$ cat src/rtl/cpu_pkg.sv
// Shared CPU datapath definitions: sequencer states, datapath width, helpers.
package cpu_pkg;

    localparam int WIDTH = 32;

    typedef enum logic [2:0] {
        IDLE,
        LOAD,
        RUN,
        FIX,
        DONE,
        ERR
    } state_e;

    // Two's complement negation with wrap (also used by the multiplier controller).
    function automatic logic [WIDTH-1:0] twos_neg(input logic [WIDTH-1:0] x);
        return ~x + WIDTH'(1);
    endfunction

endpackage

$ cat src/rtl/div_ctrl.sv
// DIV/DIVU sequencer: latches operands as magnitudes, runs the external
// shift-subtract core for ITER cycles, sign-fixes the result and owns HI/LO.
// A zero divisor is trapped before the core is started.
module div_ctrl #(
    parameter int WIDTH = cpu_pkg::WIDTH,
    parameter int ITER  = WIDTH
) (
    input  logic             clk,
    input  logic             reset,
    input  logic             start,
    input  logic             is_signed,
    input  logic [WIDTH-1:0] op_a,
    input  logic [WIDTH-1:0] op_b,
    output logic             busy,
    output logic             done,
    output logic             div_zero_exc,
    output logic [WIDTH-1:0] hi,
    output logic [WIDTH-1:0] lo,
    output logic             div_op,
    output logic [WIDTH-1:0] div_dividend,
    output logic [WIDTH-1:0] div_divisor,
    input  logic [WIDTH-1:0] core_lo,
    input  logic [WIDTH-1:0] core_hi
);
    import cpu_pkg::state_e, cpu_pkg::IDLE, cpu_pkg::LOAD, cpu_pkg::RUN,
           cpu_pkg::FIX, cpu_pkg::DONE, cpu_pkg::ERR, cpu_pkg::twos_neg;

    localparam int PW = cpu_pkg::WIDTH;
    localparam int CW = $clog2(ITER) + 1;

    // WIDTH-bit negation through the shared helper (WIDTH must not exceed PW).
    function automatic logic [WIDTH-1:0] neg_w(input logic [WIDTH-1:0] x);
        return WIDTH'(twos_neg(PW'(x)));
    endfunction

    state_e           state_q, state_d;
    logic [CW-1:0]    cnt_q, cnt_d;
    logic [WIDTH-1:0] dvd_q, dvd_d;
    logic [WIDTH-1:0] dvs_q, dvs_d;
    logic             q_neg_q, q_neg_d;
    logic             r_neg_q, r_neg_d;
    logic [WIDTH-1:0] hi_q, hi_d;
    logic [WIDTH-1:0] lo_q, lo_d;

    // Next-state, operand capture, iteration count, fix-up and status outputs.
    always_comb begin
        state_d      = state_q;
        cnt_d        = cnt_q;
        dvd_d        = dvd_q;
        dvs_d        = dvs_q;
        q_neg_d      = q_neg_q;
        r_neg_d      = r_neg_q;
        hi_d         = hi_q;
        lo_d         = lo_q;
        busy         = 1'b0;
        done         = 1'b0;
        div_zero_exc = 1'b0;
        div_op       = 1'b0;
        unique case (state_q)
            IDLE: begin
                if (start) begin
                    // Magnitudes are captured once here and held until the next start,
                    // so the core sees stable operands for the whole run.
                    dvd_d   = (is_signed && op_a[WIDTH-1]) ? neg_w(op_a) : op_a;
                    dvs_d   = (is_signed && op_b[WIDTH-1]) ? neg_w(op_b) : op_b;
                    q_neg_d = is_signed & (op_a[WIDTH-1] ^ op_b[WIDTH-1]);
                    r_neg_d = is_signed & op_a[WIDTH-1];
                    state_d = (op_b == '0) ? ERR : LOAD;
                end
            end
            LOAD: begin
                busy    = 1'b1;
                cnt_d   = CW'(ITER - 1);
                state_d = RUN;
            end
            RUN: begin
                busy   = 1'b1;
                div_op = 1'b1;
                if (cnt_q == '0) state_d = FIX;
                else             cnt_d   = cnt_q - CW'(1);
            end
            FIX: begin
                busy    = 1'b1;
                lo_d    = q_neg_q ? neg_w(core_lo) : core_lo;
                hi_d    = r_neg_q ? neg_w(core_hi) : core_hi;
                state_d = DONE;
            end
            DONE: begin
                done    = 1'b1;
                state_d = IDLE;
            end
            ERR: begin
                div_zero_exc = 1'b1;
                state_d      = IDLE;
            end
            default: state_d = IDLE;
        endcase
    end

    // State and datapath registers; reset aborts any division in flight.
    always_ff @(posedge clk) begin
        if (!reset) begin
            state_q <= IDLE;
            cnt_q   <= '0;
            dvd_q   <= '0;
            dvs_q   <= '0;
            q_neg_q <= 1'b0;
            r_neg_q <= 1'b0;
            hi_q    <= '0;
            lo_q    <= '0;
        end else begin
            state_q <= state_d;
            cnt_q   <= cnt_d;
            dvd_q   <= dvd_d;
            dvs_q   <= dvs_d;
            q_neg_q <= q_neg_d;
            r_neg_q <= r_neg_d;
            hi_q    <= hi_d;
            lo_q    <= lo_d;
        end
    end

    assign hi           = hi_q;
    assign lo           = lo_q;
    assign div_dividend = dvd_q;
    assign div_divisor  = dvs_q;

endmodule

$ cat config.mk
export PLATFORM = sky130hd
export DESIGN_NAME = div_ctrl
export DESIGN_NICKNAME = d
export VERILOG_FILES = /design/src/rtl/cpu_pkg.sv /design/src/rtl/div_ctrl.sv
export SDC_FILE = /design/constraint.sdc
export NUM_CORES = 1
export LEC_CHECK = 0
export ABC_AREA = 1
export CORE_UTILIZATION = 52
export DETAILED_ROUTE_END_ITERATION = 10
export PLACE_DENSITY = 0.91
export SKIP_CTS_REPAIR_TIMING = 1
export SYNTH_ARGS = -nofsm -noshare
export SYNTH_HDL_FRONTEND = slang
export SYNTH_SLANG_ARGS = --single-unit
$ cat constraint.sdc
create_clock -name clk -period 3.8 [get_ports clk]
set_input_delay 0.38 -clock clk [delete_from_list [all_inputs] [get_ports clk]]
set_output_delay 0.38 -clock clk [all_outputs]
set_load 0.01 [all_outputs]
Yosys cells after proc, flatten, opt, wreduce, memory -nomap -nowiden:

Cells that the tools add are included.

* register bits after elaboration: 139
* bits in latches: 0
* bits in writable memories: 0
* memory bits (read-only): 0
* output and inout port bits: 132
* logic and storage cells: 52
* memories kept: 0

* $add $sub $neg: 5
* multiply operators: 0
* div/mod/pow operators: 0
* $lt $le $gt $ge: 0
* equality and inequality tests: 8
* shift operators: 0
* muxes and demuxes: 14
* bitwise logic cells: 7
* reductions and logical operators: 10

Operator list (number)
* $add 32x1->32 const B: 4
* $mux 32: 4
* $not 32->32: 4
* $logic_not 32->1: 1
* $pmux 3 s4: 1
* $pmux 6 s2: 1
* $mux 3: 3
* $eq 3x2->1 const B: 2
* $eq 3x3->1 const B: 2
* $logic_not 6->1: 1
* $mux 6: 1
* $ne 2x2->1 const B: 3
* $reduce_and 2->1: 3
* $sub 6x1->6 const B: 1
* $mux 1: 4
* $eq 3x1->1 const B: 1
* $logic_not 3->1: 1
* $reduce_or 3->1: 1
* $and 1x1->1: 2
* $logic_and 1x1->1: 2
* $reduce_bool 2->1: 1
* $xor 1x1->1: 1

Longest topological paths before layout:

* word-level depth: 4
* mapped depth: 13
* gate-level depth less buffers: 13

Worst setup path after synthesis:

OpenSTA, ideal clock, no wires.

* path type: input to register
* start: input op_a[0]
* end: register dvd_q[18] (netlist: div_dividend[18])
* arrival time: 1.394 ns
* data required time: 3.686 ns
* slack: 2.293 ns
* stages on the path: 11
* path buffers: 0
* path through: inv_1 -> ha_1 -> nand2_1 -> nand2_1 -> nand3_4 -> nor2_4 -> nand2_1 -> nand2_1 -> nand2_1 -> o21bai_1 -> inv_1

* word-level cells in the longest chain between the ends: 3

RTL lines
* from (decl): line div_ctrl.sv:12 `input logic [WIDTH-1:0] op_a,`
* $not 32->32: line cpu_pkg.sv:17 `return ~x + WIDTH'(1);`
* $add 32x1->32: line cpu_pkg.sv:17
* $mux 32: line div_ctrl.sv:64 `dvd_d = (is_signed && op_a[WIDTH-1]) ? neg_w(op_a) : op_a;`
* to (signal assigned): line div_ctrl.sv:114 `dvd_q <= dvd_d;`
* to (decl): line div_ctrl.sv:38 `logic [WIDTH-1:0] dvd_q, dvd_d;`

No other way between the ends.
A chain may end at the register's enable or synchronous reset.

Final worst setup path:

* start: input is_signed
* end: register dvd_q[16] (netlist: div_dividend[16])

* word-level cells in the longest chain between the ends: 2

RTL lines
* from (decl): line div_ctrl.sv:11 `input logic is_signed,`
* $logic_and 1x1->1: line div_ctrl.sv:64
* $mux 32: line div_ctrl.sv:64

No other way between the ends.

==> results list <==
- The clock period could shrink to 2.28 ns.
- Yosys printed 0 warnings.
- Area of all placed cells without fillers: 12,300 µm²
- Remaining antenna violation count after routing: 0
- Prior to clock tree synthesis, the placed netlist has a worst setup slack of 1.18 ns.
* Netlist cell types: 39
* Result of the run: finished, final reports clean
- Dividing the detail-routed via count by the number of cells gives 5.37.
- Grt total ovfl: 0
* Count of port buffers added during placement: 263
* DRC errors left: 0
- The min-delay analysis places its worst path in the category reg -> reg.
* Worst slew margin: 0.291
- Counting cells, the worst reg-to-reg path comes to 8.
- The endpoint identified for the worst register-to-register timing path is lo[28]$_SDFFE_PN0N_.
* FF-to-FF setup slack: 1.97 ns
- Final count of pins violating max slew: 0
- Entering global routing, the biggest net connects 128 pins.
* Post-synthesis instance area: 8930 µm²
- Unrepaired setup endpoints after global routing: no
- Clock sink count: 139
* Count of max-cap constraint violations: 0
* Global-route wire length before repair: 46,700 µm
- Count of final hold-check violations: 0
* Worst Path Max Fanout: 25
- Power per cell area: 434 nW/µm²
- For this configuration, the core starts out at a cell density of 0.535.
* Count of flip-flops with a built-in enable after synthesis: 0
* Proportion of synthesized chip area in sequential cells: 0.312
* Fraction of synthesis flops using an asynchronous set or reset pin: 0
- Endpoint kind of the worst setup timing path: register
* Net Count, Synth: 1,613
* Final total power: 5.34 mW
- VDD sags by at most 313 µV.
- Overall die width: 133 µm
* Die Y: 133 µm
* Setup Total Neg Slack: 0 ns
- In this run, the number of DRC markers left after iteration 0 of detailed routing was 808.
* Max Root-Sink Buffers: 2
* Startpoint of the tightest hold check path: div_dividend[31]$_SDFFE_PN0P_
- Clock-pin slew reported for the worst setup and hold paths after clock tree synthesis: 0.06 ns
- Clock latency of the later-clocked register in the worst-skew pair: 0.42 ns
- Area added between synthesis and finish: 37.8%
- The tightest hold path in the finished design has a slack of 0.483 ns.
* Buffer type at the clock tree root: sky130_fd_sc_hd__clkbuf_16
- In the global route stage, overall resource usage came out at 0.334.
* Worst Path Class, Setup: in -> reg
* Antenna violations before repair: 2
* Startpoint type of the worst setup path: input pin
- Crit path from: is_signed
- Min-Delay Path Depth: 2
* CTS tree: done
* Required time of the critical path: 4.12 ns
- Dominant register cell in the synthesized netlist: sky130_fd_sc_hd__dfxtp_1
- RePlAce Congestion: 0.976
* Number of global-route vias before repair: 9,474
* Detailed-route wire length: 29,700 µm
- Count of mapped cells out of synthesis: 1,475
* Detail Placement HPWL: 22,500 µm
- Setup violations remaining at the end of the flow were counted as 0.
- Number of placed instances, taps included: 1,910
- Share of post-route cells with drive strength above 1: 0.0325
* #FFs+latches synth: 139
- Largest clock skew in the final design: 0.00861 ns
- Final routed wire length divided by cell count: 15.3 µm
* Layout net count: 1,847
- Source of the worst register-to-register timing path: q_neg_q$_SDFFE_PN0P_
* Level count of the clock H-tree: 4
- For this run, the top clock speed supported by timing is 439 MHz.
* Non-Filler Instances: 1,944
- The floorplan step defined a die boundary enclosing 17,700 µm².
- Leakage power figure: 5.63 nW
- Vias after detailed routing: 10.4k
- Detailed Routing Iterations Pass 1: 5
* Total core area: 16,700 µm²
* Final worst-path cycle share: 0.599
- Number of inserted filler cells in the final layout: 1,391
- Averaged over all synthesized cells, the footprint is 6.05 µm².
* Transition time at the pin with the least slew margin: 1.06 ns
- In this run the cell area measured after placement is 11,700 µm².
- STA puts the critical path data arrival time at 2.59 ns.
- The floorplan has 47 rows.
* Post-Route Utilization: 0.737
- Number of buffers created by CTS: 17
- For hold timing, the worst endpoint is div_dividend[31]$_SDFFE_PN0P_.
- I/O pins: 264
- In the post-route analysis, the smallest setup slack over all paths is 1.52 ns.
-- cells by family after synthesis --
logic type,Yosys count,share of synthesized area
flops,139,0.312
simple gates,802,0.377
fa+ha+maj,6,0.00841
compound gates,233,0.150
xor+xnor,43,0.0422
buf+inv,252,0.111
-- how the worst max path moves through the flow --
| stage | cells after the start | end | slack (ns) |
|---|---|---|---|
| 5_1_grt | 10 | div_dividend[16]$_SDFFE_PN0P_ | 1.44 |
| 2_1_floorplan | 11 | div_dividend[18]$_SDFFE_PN0P_ | 2.29 |
| 3_5_place_dp | 10 | div_dividend[16]$_SDFFE_PN0P_ | 1.18 |
| 6_report | 10 | div_dividend[16]$_SDFFE_PN0P_ | 1.52 |
| 3_3_place_gp | 11 | div_dividend[18]$_SDFFE_PN0P_ | 1.27 |
| 4_1_cts | 10 | div_dividend[16]$_SDFFE_PN0P_ | 1.61 |
-- layer usage --
layer,share of wire,vias to the layer above,track usage
li1,-,5191,-
met1,0.39,4682,0.403
met2,0.47,487,0.552
met3,0.091,85,0.0720
met4,0.044,0,0.185
met5,0,-,0
-- worst max-delay path, cell delays in order --
cell,delay [ns]
sky130_fd_sc_hd__clkdlybuf4s50_1,0.60
sky130_fd_sc_hd__nand2_1,0.33
sky130_fd_sc_hd__inv_2,0.42
sky130_fd_sc_hd__nand2_1,0.24
sky130_fd_sc_hd__nand3_4,0.19
sky130_fd_sc_hd__nor2_4,0.06
sky130_fd_sc_hd__xor2_1,0.15
sky130_fd_sc_hd__nand2_1,0.07
sky130_fd_sc_hd__nand2_1,0.09
sky130_fd_sc_hd__inv_1,0.04
-- sequential cells by signal, indices dropped and copies added, names as in the netlist --
register,count
state_q,3
hi,32
div_dividend,32
q_neg_q,1
div_divisor,32
cnt_q,6
r_neg_q,1
lo,32
-- cell usage after synthesis (8+ instances only) --
cell,number,share of area
sky130_fd_sc_hd__a21oi_1,59,0.033
sky130_fd_sc_hd__a31oi_1,12,0.0084
sky130_fd_sc_hd__buf_2,28,0.016
sky130_fd_sc_hd__clkbuf_1,20,0.0084
sky130_fd_sc_hd__dfxtp_1,139,0.31
sky130_fd_sc_hd__inv_1,192,0.081
sky130_fd_sc_hd__nand2_1,385,0.16
sky130_fd_sc_hd__nand3_1,134,0.075
sky130_fd_sc_hd__nand4_1,19,0.013
sky130_fd_sc_hd__nor2_1,225,0.095
sky130_fd_sc_hd__nor3_1,15,0.0084
sky130_fd_sc_hd__o211ai_1,11,0.0093
sky130_fd_sc_hd__o21a_1,21,0.018
sky130_fd_sc_hd__o21ai_0,101,0.057
sky130_fd_sc_hd__o21bai_1,8,0.0067
sky130_fd_sc_hd__o221ai_1,8,0.0078
sky130_fd_sc_hd__xnor2_1,13,0.013
sky130_fd_sc_hd__xor2_1,30,0.029
-- cell type report --
cell class                      instances  area (µm²)  area share
Inverter                              198         743      0.0604
Tap cell                              220         275      0.0224
Clock buffer                           18         439      0.0357
Antenna cell                            2        5.00    0.000407
Clock inverter                         14         205      0.0167
Sequential cell                       139        2780       0.226
Timing Repair Buffer                  269        2700       0.219
Multi-Input combinational cell       1084        5160       0.419
-- layout by cell type, fill, tap and decap left out, types with 8 or more instances in the layout --
master	instances
sky130_fd_sc_hd__clkdlybuf4s50_1	262
sky130_fd_sc_hd__clkbuf_16	17
sky130_fd_sc_hd__o21bai_1	8
sky130_fd_sc_hd__o21ai_0	101
sky130_fd_sc_hd__xnor2_1	13
sky130_fd_sc_hd__dfxtp_1	139
sky130_fd_sc_hd__o211ai_1	11
sky130_fd_sc_hd__o221ai_1	8
sky130_fd_sc_hd__nand3_1	134
sky130_fd_sc_hd__xor2_1	30
sky130_fd_sc_hd__a21oi_1	59
sky130_fd_sc_hd__inv_1	192
sky130_fd_sc_hd__a31oi_1	12
sky130_fd_sc_hd__nand4_1	19
sky130_fd_sc_hd__nand2_1	385
sky130_fd_sc_hd__nor2_1	225
sky130_fd_sc_hd__nor3_1	15
sky130_fd_sc_hd__o21a_1	21
-- report_power, final --
group / leakage, nW / total [mW] / switching, mW / internal, mW
clock: 0.315 / 1.83 / 0.695 / 1.13
combinational: 4.18 / 1.72 / 0.953 / 0.769
sequential: 1.14 / 1.79 / 0.126 / 1.66
Power figures use the tool's default switching activity.
